File: src/rtl/div_pkg.sv
// Shared constants and encodings for the iterative divider.
package div_pkg;

  localparam int DIV_XLEN = 32;

  typedef enum logic [1:0] {
    OP_DIV  = 2'b00,
    OP_DIVU = 2'b01,
    OP_REM  = 2'b10,
    OP_REMU = 2'b11
  } op_e;

  typedef enum logic [1:0] {
    S_IDLE = 2'b00,
    S_CALC = 2'b01,
    S_FIX  = 2'b10,
    S_DONE = 2'b11
  } state_e;

endpackage

File: src/rtl/div_step.sv
// One restoring radix-2 step: shift the next dividend bit into the partial
// remainder, trial-subtract the divisor and keep the difference if non-negative.
module div_step #(
  parameter int XLEN = 32
) (
  input  logic [XLEN-1:0] rem_i,
  input  logic [XLEN-1:0] div_i,
  input  logic            bit_i,
  output logic [XLEN-1:0] rem_o,
  output logic            q_o
);

  logic [XLEN:0] shifted;
  logic [XLEN:0] diff;

  // rem_i < div_i always holds, so the shifted value fits in XLEN+1 bits and
  // the top bit of the difference is a reliable sign.
  assign shifted = {rem_i, bit_i};
  assign diff    = shifted - {1'b0, div_i};
  assign q_o     = ~diff[XLEN];
  assign rem_o   = q_o ? diff[XLEN-1:0] : shifted[XLEN-1:0];

endmodule

File: src/rtl/div_iter.sv
// Iterative RISC-V DIV/DIVU/REM/REMU: 32 restoring steps in CALC, sign fix-up
// in FIX, one-cycle done pulse in DONE. Divide-by-zero and overflow bypass CALC.
module div_iter
  import div_pkg::*;
#(
  parameter int XLEN = DIV_XLEN
) (
  input  logic            clk,
  input  logic            rst,
  input  logic            start,
  input  logic            flush,
  input  logic [1:0]      op,
  input  logic [XLEN-1:0] a,
  input  logic [XLEN-1:0] b,
  output logic            busy,
  output logic            done,
  output logic [XLEN-1:0] y
);

  state_e          state_q, state_d;
  logic [1:0]      op_q, op_d;
  logic [XLEN-1:0] rem_q, rem_d;
  logic [XLEN-1:0] quo_q, quo_d;
  logic [XLEN-1:0] div_q, div_d;
  logic [XLEN-1:0] y_q, y_d;
  logic [5:0]      cnt_q, cnt_d;
  logic            sa_q, sa_d;
  logic            sb_q, sb_d;
  logic            spec_q, spec_d;
  logic            busy_q, busy_d;
  logic            done_q, done_d;

  logic [XLEN-1:0] step_rem;
  logic            step_q;
  logic            signed_op;
  logic            in_sa, in_sb;
  logic [XLEN-1:0] abs_a, abs_b;
  logic            b_zero, ovf;
  logic [XLEN-1:0] quo_fix, rem_fix;

  div_step #(.XLEN(XLEN)) u_step (
    .rem_i (rem_q),
    .div_i (div_q),
    .bit_i (quo_q[XLEN-1]),
    .rem_o (step_rem),
    .q_o   (step_q)
  );

  assign signed_op = (op == OP_DIV) || (op == OP_REM);
  assign in_sa     = signed_op & a[XLEN-1];
  assign in_sb     = signed_op & b[XLEN-1];
  assign abs_a     = in_sa ? -a : a;
  assign abs_b     = in_sb ? -b : b;
  assign b_zero    = (b == '0);
  assign ovf       = signed_op && (a == {1'b1, {(XLEN-1){1'b0}}}) && (b == '1);

  // Signed results: quotient sign is sa^sb, remainder follows the dividend.
  assign quo_fix = (op_q == OP_DIV && (sa_q ^ sb_q)) ? -quo_q : quo_q;
  assign rem_fix = (op_q == OP_REM && sa_q) ? -rem_q : rem_q;

  always_comb begin
    state_d = state_q;
    op_d    = op_q;
    rem_d   = rem_q;
    quo_d   = quo_q;
    div_d   = div_q;
    y_d     = y_q;
    cnt_d   = cnt_q;
    sa_d    = sa_q;
    sb_d    = sb_q;
    spec_d  = spec_q;

    case (state_q)
      S_IDLE: begin
        if (start) begin
          op_d  = op;
          sa_d  = in_sa;
          sb_d  = in_sb;
          div_d = abs_b;
          cnt_d = '0;
          if (b_zero) begin
            spec_d  = 1'b1;
            quo_d   = '1;
            rem_d   = a;
            state_d = S_FIX;
          end else if (ovf) begin
            spec_d  = 1'b1;
            quo_d   = {1'b1, {(XLEN-1){1'b0}}};
            rem_d   = '0;
            state_d = S_FIX;
          end else begin
            spec_d  = 1'b0;
            quo_d   = abs_a;
            rem_d   = '0;
            state_d = S_CALC;
          end
        end
      end
      S_CALC: begin
        // quo_q doubles as the dividend shift register: MSB out, quotient bit in.
        rem_d = step_rem;
        quo_d = {quo_q[XLEN-2:0], step_q};
        cnt_d = cnt_q + 6'd1;
        if (cnt_q == 6'd31) state_d = S_FIX;
      end
      S_FIX: begin
        if (spec_q) y_d = op_q[1] ? rem_q : quo_q;
        else        y_d = op_q[1] ? rem_fix : quo_fix;
        state_d = S_DONE;
      end
      S_DONE: state_d = S_IDLE;
      default: state_d = S_IDLE;
    endcase

    if (flush) begin
      state_d = S_IDLE;
      y_d     = y_q;
    end

    busy_d = (state_d != S_IDLE);
    done_d = (state_d == S_DONE);
  end

  always_ff @(posedge clk or posedge rst) begin
    if (rst) begin
      state_q <= S_IDLE;
      op_q    <= '0;
      rem_q   <= '0;
      quo_q   <= '0;
      div_q   <= '0;
      y_q     <= '0;
      cnt_q   <= '0;
      sa_q    <= 1'b0;
      sb_q    <= 1'b0;
      spec_q  <= 1'b0;
      busy_q  <= 1'b0;
      done_q  <= 1'b0;
    end else begin
      state_q <= state_d;
      op_q    <= op_d;
      rem_q   <= rem_d;
      quo_q   <= quo_d;
      div_q   <= div_d;
      y_q     <= y_d;
      cnt_q   <= cnt_d;
      sa_q    <= sa_d;
      sb_q    <= sb_d;
      spec_q  <= spec_d;
      busy_q  <= busy_d;
      done_q  <= done_d;
    end
  end

  assign busy = busy_q;
  assign done = done_q;
  assign y    = y_q;

endmodule

File: config.mk
export PLATFORM = sky130hd
export DESIGN_NAME = div_iter
export DESIGN_NICKNAME = d
export VERILOG_FILES = /design/src/rtl/div_pkg.sv /design/src/rtl/div_step.sv /design/src/rtl/div_iter.sv
export SDC_FILE = /design/constraint.sdc
export NUM_CORES = 1
export LEC_CHECK = 0
export ABC_AREA = 1
export CAP_MARGIN = 30
export CORE_ASPECT_RATIO = 1.1
export CORE_MARGIN = 10
export CORE_UTILIZATION = 49
export DETAILED_ROUTE_END_ITERATION = 6
export GPL_TIMING_DRIVEN = 0
export PLACE_DENSITY = 0.8
export SYNTH_ARGS = -nofsm -noshare
export SYNTH_HDL_FRONTEND = slang
export SYNTH_SLANG_ARGS = --single-unit
File: constraint.sdc
create_clock -name clk -period 14.5 [get_ports clk]
set_clock_uncertainty 0.05 [all_clocks]
set_input_delay 3.625 -clock clk [delete_from_list [all_inputs] [get_ports clk]]
set_output_delay 3.625 -clock clk [all_outputs]
set_load 0.05 [all_outputs]
After elaboration in Yosys (flattened, before gate mapping)
Cells that the tools add are included.

Memories: 0. Memory bits (writable): 0. Bits in read-only memories: 0. Output and inout port bits: 34. Logic and storage cells: 72. Latch bits: 0. Input bits: 70. Flip-flop bits (word level): 143.

Magnitude comparators: 0. Shifts and indexed selects: 0. Bitwise logic cells: 5. Reduce and logical (&&, ||, !) cells: 14. Div/mod/pow operators: 0. Multipliers: 0. Equal/unequal tests: 10. Muxes and demuxes: 25. $add $sub $neg: 6.

Operators with widths (count): 32-bit 2-to-1 mux (13); 32-bit negation (4); 32-bit case mux with 2 select lines (2); 32-bit equality test, second input constant (2); 33-bit by 32-bit subtractor with 33-bit output (1); 32-bit logical NOT (1); 6-bit case mux with 2 select lines (1); 2-bit equality test, second input constant (5); 2-bit 2-to-1 mux (5); 2-bit case mux with 4 select lines (1); 6-bit by 1-bit adder with 6-bit output, second input constant (1); 6-bit by 5-bit equality test with 1-bit output, second input constant (1); 2-bit logical NOT (3); 6-bit 2-to-1 mux (1); 2-bit AND reduction (3); 1-bit logical AND (4); 2-bit nonzero test (2); 1-bit bitwise AND (2); 2-bit by 1-bit equality test with 1-bit output, second input constant (1); 1-bit 2-to-1 mux (2); 2-bit != test, second input constant (1); 1-bit NOT (2); 1-bit logical OR (1); 1-bit bitwise XOR (1).

Logic depth before layout (Yosys ltp)
Gate-level depths: netlist of the first run.

Depth after elaboration: 10. Mapped depth: 18. Depth with buffers taken out: 18.

Cells and area by module
Synthesis of the first run repeated with hierarchy kept, for this count alone.

Cells, all modules: 2436. Area, all modules: 14390.1 sq um.

By module, submodules not included: div_iter (cells each 1756, seq. area each 3578.4 sq um, times used 1, area an instance 11239.5 sq um); div_step (cells each 680, seq. area each 0.0 sq um, times used 1, area an instance 3150.5 sq um).

Least setup slack after synthesis of the first run
Ideal clock, no wire load.

Kind: in2reg. Start: input b[1]. End: register quo_q[21]. Path slack: 9.277 ns. Buffers on the path: 1. Library setup time: 0.069 ns. Data arrival time: 5.104 ns. Data required time: 14.381 ns. Stages on the path: 13. Cell sequence: inv_1 -> ha_1 -> nand3_2 -> nor2_2 -> nand4_2 -> nor2_4 -> nand3_4 -> nor2_8 -> nor2_4 -> buf_6 -> o21ai_2 -> nor2_1 -> nor2_2.

Longest elaborated chain between the ends: 6. Elaborated cells between the ends (all ways): 7. Classes of those cells: eq/ne: 1; mux: 4; reduce/logical: 2.

RTL lines: start: declaration (line div_iter.sv:14) `input logic [XLEN-1:0] b,`; 32-bit equality test (line div_iter.sv:55) `assign ovf = signed_op && (a == {1'b1, {(XLEN-1){1'b0}}}) && (b == '1);`; 1-bit logical AND (line div_iter.sv:55); 32-bit 2-to-1 mux (line div_iter.sv:86) `end else if (ovf) begin`; 32-bit 2-to-1 mux (*) (line div_iter.sv:81) `if (b_zero) begin`; 32-bit 2-to-1 mux (*) (line div_iter.sv:75) `if (start) begin`; 32-bit case mux with 2 select lines (*) (line div_iter.sv:73) `case (state_q)`; end signal: assignment (line div_iter.sv:142) `quo_q <= quo_d;`; end: declaration (line div_iter.sv:23) `logic [XLEN-1:0] quo_q, quo_d;`.

Mark *: on every way between the ends. The rest lies on a longest branch, timed or not. The select of a mux whose other input is x is not followed. A chain may end at the register's enable or synchronous reset.

Worst setup path in the final report of the first run
Start: input op[0]. End: register spec_q.

Longest elaborated chain between the ends: 6. Elaborated cells between the ends (all ways): 7. Classes of those cells: eq/ne: 1; mux: 2; reduce/logical: 4.

RTL lines: start: declaration (line div_iter.sv:12) `input logic [1:0] op,`; 2-bit equality test or 2-bit logical NOT (tied branches) (line div_iter.sv:49) `assign signed_op = (op == OP_DIV) || (op == OP_REM);`; 1-bit logical OR (*) (line div_iter.sv:49); 1-bit logical AND (*) (2 in series) (line div_iter.sv:55); 1-bit 2-to-1 mux (*) (line div_iter.sv:86); 1-bit 2-to-1 mux (*) (line div_iter.sv:81); end signal: assignment (line div_iter.sv:148) `spec_q <= spec_d;`; end: declaration (line div_iter.sv:29) `logic spec_q, spec_d;`.

Mark *: on every way between the ends. The rest lies on a longest branch, timed or not.

==> results of run 1 <==
## flip-flops by register name, indices dropped and copies added, names as in the netlist
signal and count:
rem_q 32, state_q 2, quo_q 32, busy 1, y 32, spec_q 1
done 1, div_q 32, sa_q 1, sb_q 1, op_q 2, cnt_q 6
## path summary, 6_finish.rpt
check	end	depth (start not counted)	from
setup / recovery	spec_q	12	op[0]
hold / removal	y[27]	2	y[27]
setup reg to reg	rem_q[20]	18	quo_q[31]
hold reg to reg	y[27]	2	y[27]
max in group asynchronous	rem_q[24]	3	rst
min in group asynchronous	y[9]	2	rst
## cell usage after synthesis, drive strengths merged (6+ instances only)
cell | count | share of area
nand2 | 694 | 0.19
inv | 367 | 0.099
nor2 | 243 | 0.070
nand3 | 237 | 0.088
a21oi | 180 | 0.066
o21ai | 159 | 0.058
dfrtp | 143 | 0.26
clkbuf | 55 | 0.015
xor2 | 43 | 0.027
ha | 38 | 0.034
nand4 | 34 | 0.016
nor3 | 32 | 0.011
buf | 24 | 0.011
or2 | 13 | 0.0058
a21boi | 12 | 0.0065
a22oi | 11 | 0.0070
nor4 | 10 | 0.0054
a2bb2oi | 9 | 0.0057
a31oi | 9 | 0.0054
o31ai | 6 | 0.0032
xnor2 | 6 | 0.0038
## metal layers
layer,share of wire,routed length (um),vias up
met4,0.054,3100,0
met3,0.072,4100,175
met5,0,0,-
met1,0.37,21300,7424
met2,0.50,28400,808
li1,-,-,7808
## metrics by stage
stage                     utilization  power, mW  hold WS (ns)
after floorplan                     -       2.06         0.399
after global placement          0.552       2.64         0.411
after detailed placement        0.553       2.68         0.416
after CTS                       0.578       3.21         0.433
after global routing            0.578       3.50         0.446
final                           0.578       3.24         0.428
## power breakdown
part / leakage (nW) / switching [mW] / total, mW / internal [mW]
clock network: 0.327 / 0.183 / 0.527 / 0.344
registers: 1.70 / 0.178 / 0.715 / 0.537
logic: 6.26 / 1.36 / 2.00 / 0.646
## cell type report
class / count / area share
sequential: 143 / 0.221
tap: 363 / 0.0281
clock buffer: 21 / 0.0279
inverter: 369 / 0.0860
multi-input combinational: 1762 / 0.533
clock inverter: 11 / 0.0146
buffer: 79 / 0.0227
timing repair buffer: 105 / 0.0660
## worst reg2reg max path: stages (launching register included)
cell and delay, ns:
dfrtp_1 0.40, inv_1 0.20, ha_1 0.29, fa_1 0.40, inv_1 0.10, nand3_1 0.08, nand2_2 0.13, nand2_1 0.08
nand2_2 0.11, nand2_2 0.07, nand2_2 0.09, nand2_4 0.08, nand2_2 0.10, nand2_2 0.15, nand2_4 0.15, buf_6 0.15
nand2_1 0.06, nand3_1 0.07, a21oi_1 0.08
## kinds of logic (layout without fill, tap and decap cells)
family,count (synthesis),after routing,synth area share
compound gates,404,404,0.161
xor+xnor,49,49,0.0308
fa+ha+maj,39,39,0.0355
buf+inv,448,585,0.126
flops,143,143,0.257
simple gates,1270,1270,0.390
==> flow_metrics.py, run 1 <==
metrics = {
    "timing": {
        "setup_tns_ns": 0,
        "fmax_mhz": 159,
        "fin_ws_ns": 8.19,
        "timing.final.crit_share": 0.435,
        "final_hold_viol_count": 0,
        "worst_slew_pin_slew_ns": 0.914,
        "grt_setup_unrepaired": "no",
        "slew_headroom": 0.391,
        "slew_viol_final": 0,
        "timing.final.crit_period_ns": 6.31,
        "setup_viol": 0,
    },
    "clocking": {
        "path_clk_slew_ns": 0.06,
        "clock-sinks": 143,
        "cts-resized-gates": 0,
        "cts-buffers-inserted": 17,
        "cts_tree": "done",
        "clk_path_buf_depth": 2,
        "hold_buffers": 0,
        "post_cts_buffers": 0,
        "htree_num_levels": 4,
        "clk_latency_ns": 0.44,
        "cts-root-buf": "clkbuf_16",
    },
    "critical_path": {
        "path_common_cell": "nand2_1",
        "crit_family": "simple AND/OR/NAND/NOR gates",
        "critical_path.max_fanout": 10,
        "critPathCaptureType": "flip-flop",
        "cpMaxStageDelayCell": "clkdlybuf4s50_1",
        "slowest_delay_ns": 0.51,
        "crit_chain": "clkdlybuf4s50_1, inv_1, nand2_1, clkinv_1, nand2_1, nor4_1, nand3_1, nor2_1, nand2_1, nand2_1, nand3_1, o21ai_0",
        "startpoint_type": "input port",
        "critPathArrivalTime_ns": 6.61,
        "r2r_slack_ns": 11.56,
        "worst_ep_required_time_ns": 14.80,
        "path_class": "in -> reg",
        "path_buf_inv": 3,
    },
    "layout": {
        "area_growth_pct": 15.9,
        "fillerInstances": 2887,
        "instances_no_fill": 2853,
        "stdcell_area_mm2": 0.0162,
        "layout_common_cells": "nand2_1, inv_1, nand3_1, nor2_1, a21oi_1",
        "register_area_mm2": 0.00358,
        "nets": 2586,
        "multiInputGateArea_mm2": 0.00862,
        "layout_commonest_cell": "nand2_1",
        "drive_gt1_frac": 0.0466,
        "insertedDiodeCount": 0,
    },
    "detailed_routing": {
        "final_antenna_net_count": 0,
        "vias_per_cell": 5.68,
        "post_drt_wl_per_cell_um": 19.9,
        "vias": 16200,
        "dr.pass1.iters": 7,
        "dr.first_iter.drc_count": 1636,
        "wirelength_um": 56900,
        "drc": 5,
    },
    "logic_synthesis": {
        "ys_seq_area_frac": 0.257,
        "synth_cell_types": 54,
        "synthArstFlopShare": 1.00,
        "synth.cell_area_mm2": 0.0139,
        "synth-edff-count": 0,
        "yosysWarnings": 0,
        "synth_seq_cells": 143,
        "syn_inst": 2353,
        "syn_area_per_cell_um2": 5.93,
        "synth_ff_type": "dfrtp_1",
        "syn-num-nets": 2462,
    },
    "die": {
        "coreArea_mm2": 0.0279,
        "dieArea_mm2": 0.0356,
        "start_util": 0.499,
        "die_w_um": 181,
        "ios": 104,
        "die_y_um": 197,
        "row_count": 64,
    },
    "status": {
        "status": "complete, but fails checks",
        "violations": "design-rule violations",
    },
    "grt": {
        "grt_use_met3": 0.0489,
        "grt.busiest_layer": "met2",
        "grt_usage": 0.309,
        "grt_pass1_wl_um": 86800,
        "grt_pass1_vias": 15700,
        "gr-total-overflow": 0,
        "grt.met1_usage": 0.336,
        "grt_use_met2": 0.561,
        "grt_start_max_net_pins": 77,
        "grt_antenna_before_repair": 0,
    },
    "power_and_ir_drop": {
        "ir_drop_mv": 0.125,
        "power_density_mw_per_mm2": 201,
        "p_leak_nw": 8.29,
    },
    "place": {
        "hpwl_um": 47100,
        "globalplace.congestion": 1.02,
        "io_buffers": 103,
        "place_area_mm2": 0.0155,
        "place_ws_ns": 7.90,
        "place_inst": 2820,
    },
    "job": {
        "drv_cap": 0,
    },
    "hold_path": {
        "hold_path.class": "reg -> reg",
    },
}
Note: power is estimated with default switching activity, not from simulation.
==> run 2, diff against run 1 <==
==> constraint.sdc (replaced) <==
create_clock -name clk -period 6 [get_ports clk]
set_clock_uncertainty 0.05 [all_clocks]
set_input_delay 1.5 -clock clk [delete_from_list [all_inputs] [get_ports clk]]
set_output_delay 1.5 -clock clk [all_outputs]
set_load 0.05 [all_outputs]
==> results of run 2 <==
Same layout as run 1 (identical final DEF). Status: complete, but fails checks: design-rule violations.
Among the figures that moved: setup slack after placement 7.90 ns -> 1.52 ns; setup slack after layout 8.19 ns -> 1.82 ns; register-to-register setup slack 11.56 ns -> 3.06 ns; total power 3.24 mW -> 7.84 mW; worst IR drop on VDD 0.125 mV -> 0.301 mV
==> run 3, diff against run 2 <==
--- a/config.mk
+++ b/config.mk
@@ -12,7 +12,7 @@
 export CORE_UTILIZATION = 49
 export DETAILED_ROUTE_END_ITERATION = 6
 export GPL_TIMING_DRIVEN = 0
-export PLACE_DENSITY = 0.8
+export PLACE_DENSITY = 0.82
 export SYNTH_ARGS = -nofsm -noshare
 export SYNTH_HDL_FRONTEND = slang
 export SYNTH_SLANG_ARGS = --single-unit
==> constraint.sdc (replaced) <==
create_clock -name clk -period 3.7 [get_ports clk]
set_clock_uncertainty 0.05 [all_clocks]
set_input_delay 0.925 -clock clk [delete_from_list [all_inputs] [get_ports clk]]
set_output_delay 0.925 -clock clk [all_outputs]
set_load 0.05 [all_outputs]
==> run 3 against run 2 <==
Effect of this change:
- the flow now finishes without violations
- first-iteration DRC count up 3.9%
- die area unchanged
- non-clock buffer count up 2
- cell area about the same
- wire length down 2.7%
==> flow_metrics.py, run 3 (synthesis gave the netlist of run 1 again) <==
metrics = {
    "detailed_routing": {
        "dr.pass1.iters": 7,
        "vias_per_cell": 5.58,
        "wirelength_um": 55300,
        "final_antenna_net_count": 0,
        "vias": 15900,
        "post_drt_wl_per_cell_um": 19.4,
        "dr.first_iter.drc_count": 1699,
        "drc": 0,
    },
    "clocking": {
        "clock-sinks": 143,
        "cts-root-buf": "clkbuf_16",
        "post_cts_buffers": 0,
        "clk_latency_ns": 0.45,
        "cts-resized-gates": 0,
        "cts-buffers-inserted": 17,
        "cts_tree": "done",
        "path_clk_slew_ns": 0.06,
        "htree_num_levels": 4,
        "clk_path_buf_depth": 2,
        "hold_buffers": 0,
    },
    "status": {
        "status": "completed",
    },
    "layout": {
        "drive_gt1_frac": 0.0474,
        "layout_commonest_cell": "nand2_1",
        "finish.utilization": 0.578,
        "fillerInstances": 2887,
        "layout_common_cells": "nand2_1, inv_1, nand3_1, nor2_1, a21oi_1",
        "instances_no_fill": 2854,
        "nets": 2588,
        "insertedDiodeCount": 0,
        "area_growth_pct": 15.8,
    },
    "critical_path": {
        "critPathArrivalTime_ns": 3.81,
        "startpoint_type": "input port",
        "crit_chain": "clkdlybuf4s50_1, inv_1, nand2_1, clkinv_1, nand2_1, nor4_1, nand3_1, nor2_1, nand2_1, nand2_1, nand3_1, o21ai_0",
        "cpMaxStageDelayCell": "clkdlybuf4s50_1",
        "path_common_cell": "nand2_1",
        "path_buf_inv": 3,
        "reg2reg_from": "quo_q[31]",
        "critical_path.max_fanout": 10,
        "slowest_delay_ns": 0.50,
        "path_class": "in -> reg",
        "worstSetupPathDepth": 12,
        "worst_ep_required_time_ns": 3.99,
        "rr_worst_depth": 16,
        "crit_family": "simple AND/OR/NAND/NOR gates",
        "startpoint": "op[0]",
        "critPathCaptureType": "flip-flop",
    },
    "timing": {
        "setup_viol": 0,
        "fmax_mhz": 285,
        "slew_viol_final": 0,
        "timing.final.crit_share": 0.949,
        "worst_slew_pin_slew_ns": 0.974,
        "fin_ws_ns": 0.189,
        "final_hold_viol_count": 0,
        "whs_ns": 0.424,
        "grt_setup_unrepaired": "no",
        "timing.final.crit_period_ns": 3.51,
        "slew_headroom": 0.350,
    },
    "power_and_ir_drop": {
        "power_mw": 12.5,
        "ir_drop_mv": 0.444,
        "power_density_mw_per_mm2": 774,
        "p_leak_nw": 8.29,
    },
    "die": {
        "ios": 104,
        "coreArea_mm2": 0.0279,
        "die_w_um": 181,
        "dieArea_mm2": 0.0356,
        "row_count": 64,
        "die_y_um": 197,
        "start_util": 0.499,
    },
    "place": {
        "globalplace.congestion": 1.04,
        "hpwl_um": 46400,
        "io_buffers": 103,
        "place_inst": 2822,
        "place_ws_ns": -0.226,
    },
    "grt": {
        "grt_pass1_vias": 15500,
        "grt_pass1_wl_um": 85100,
        "gr-total-overflow": 0,
        "grt_usage": 0.303,
        "grt_start_max_net_pins": 42,
        "grt_antenna_before_repair": 0,
    },
    "job": {
        "drv_cap": 0,
    },
    "hold_path": {
        "min-delay-start": "y[9]",
        "min_path_cells": 2,
        "hold_path.class": "reg -> reg",
    },
}
-- run 3: worst min-delay path: cells and delay by family (launching register included) --
family / cells / cell delay, ns
flip-flops: 1 / 0.34
AND/OR/NAND/NOR: 2 / 0.10
-- run 3: per-layer routing --
metal	global-route usage	wire [um]	vias to the layer above
met5	0	0	-
met4	0.203	3830	0
met3	0.0493	3840	192
met2	0.541	27000	753
met1	0.326	20600	7187
li1	-	-	7806
-- run 3: final timing paths --
kind	end	slack (ns)
worst max-delay path	spec_q	0.19
worst min-delay path	y[9]	0.42
worst max register to register	rem_q[31]	0.60
worst min register to register	y[9]	0.42
max in group asynchronous	div_q[17]	1.82
min in group asynchronous	done	0.88
-- run 3: through the flow --
step	instance area (um2)	TNS, ns
6_report	16100	0
5_1_grt	16100	0
4_1_cts	16100	0
3_5_place_dp	15500	-1.02
3_3_place_gp	15400	-48.15
2_1_floorplan	13900	0
-- run 3: layout make-up --
cell class | instances | area (um2) | share of cell area
buffer | 79 | 367 | 0.0227
clock buffer | 21 | 460 | 0.0285
clock inverter | 10 | 185 | 0.0115
inverter | 369 | 1390 | 0.0860
multi-input combinational | 1762 | 8620 | 0.534
sequential | 143 | 3580 | 0.222
tap | 363 | 454 | 0.0281
timing repair buffer | 107 | 1100 | 0.0680
-- run 3: power by group --
part | switching, mW | total, mW | internal [mW]
clock | 0.720 | 1.95 | 1.23
sequential | 0.681 | 2.79 | 2.10
combinational | 5.24 | 7.77 | 2.53
total | 6.64 | 12.5 | 5.86
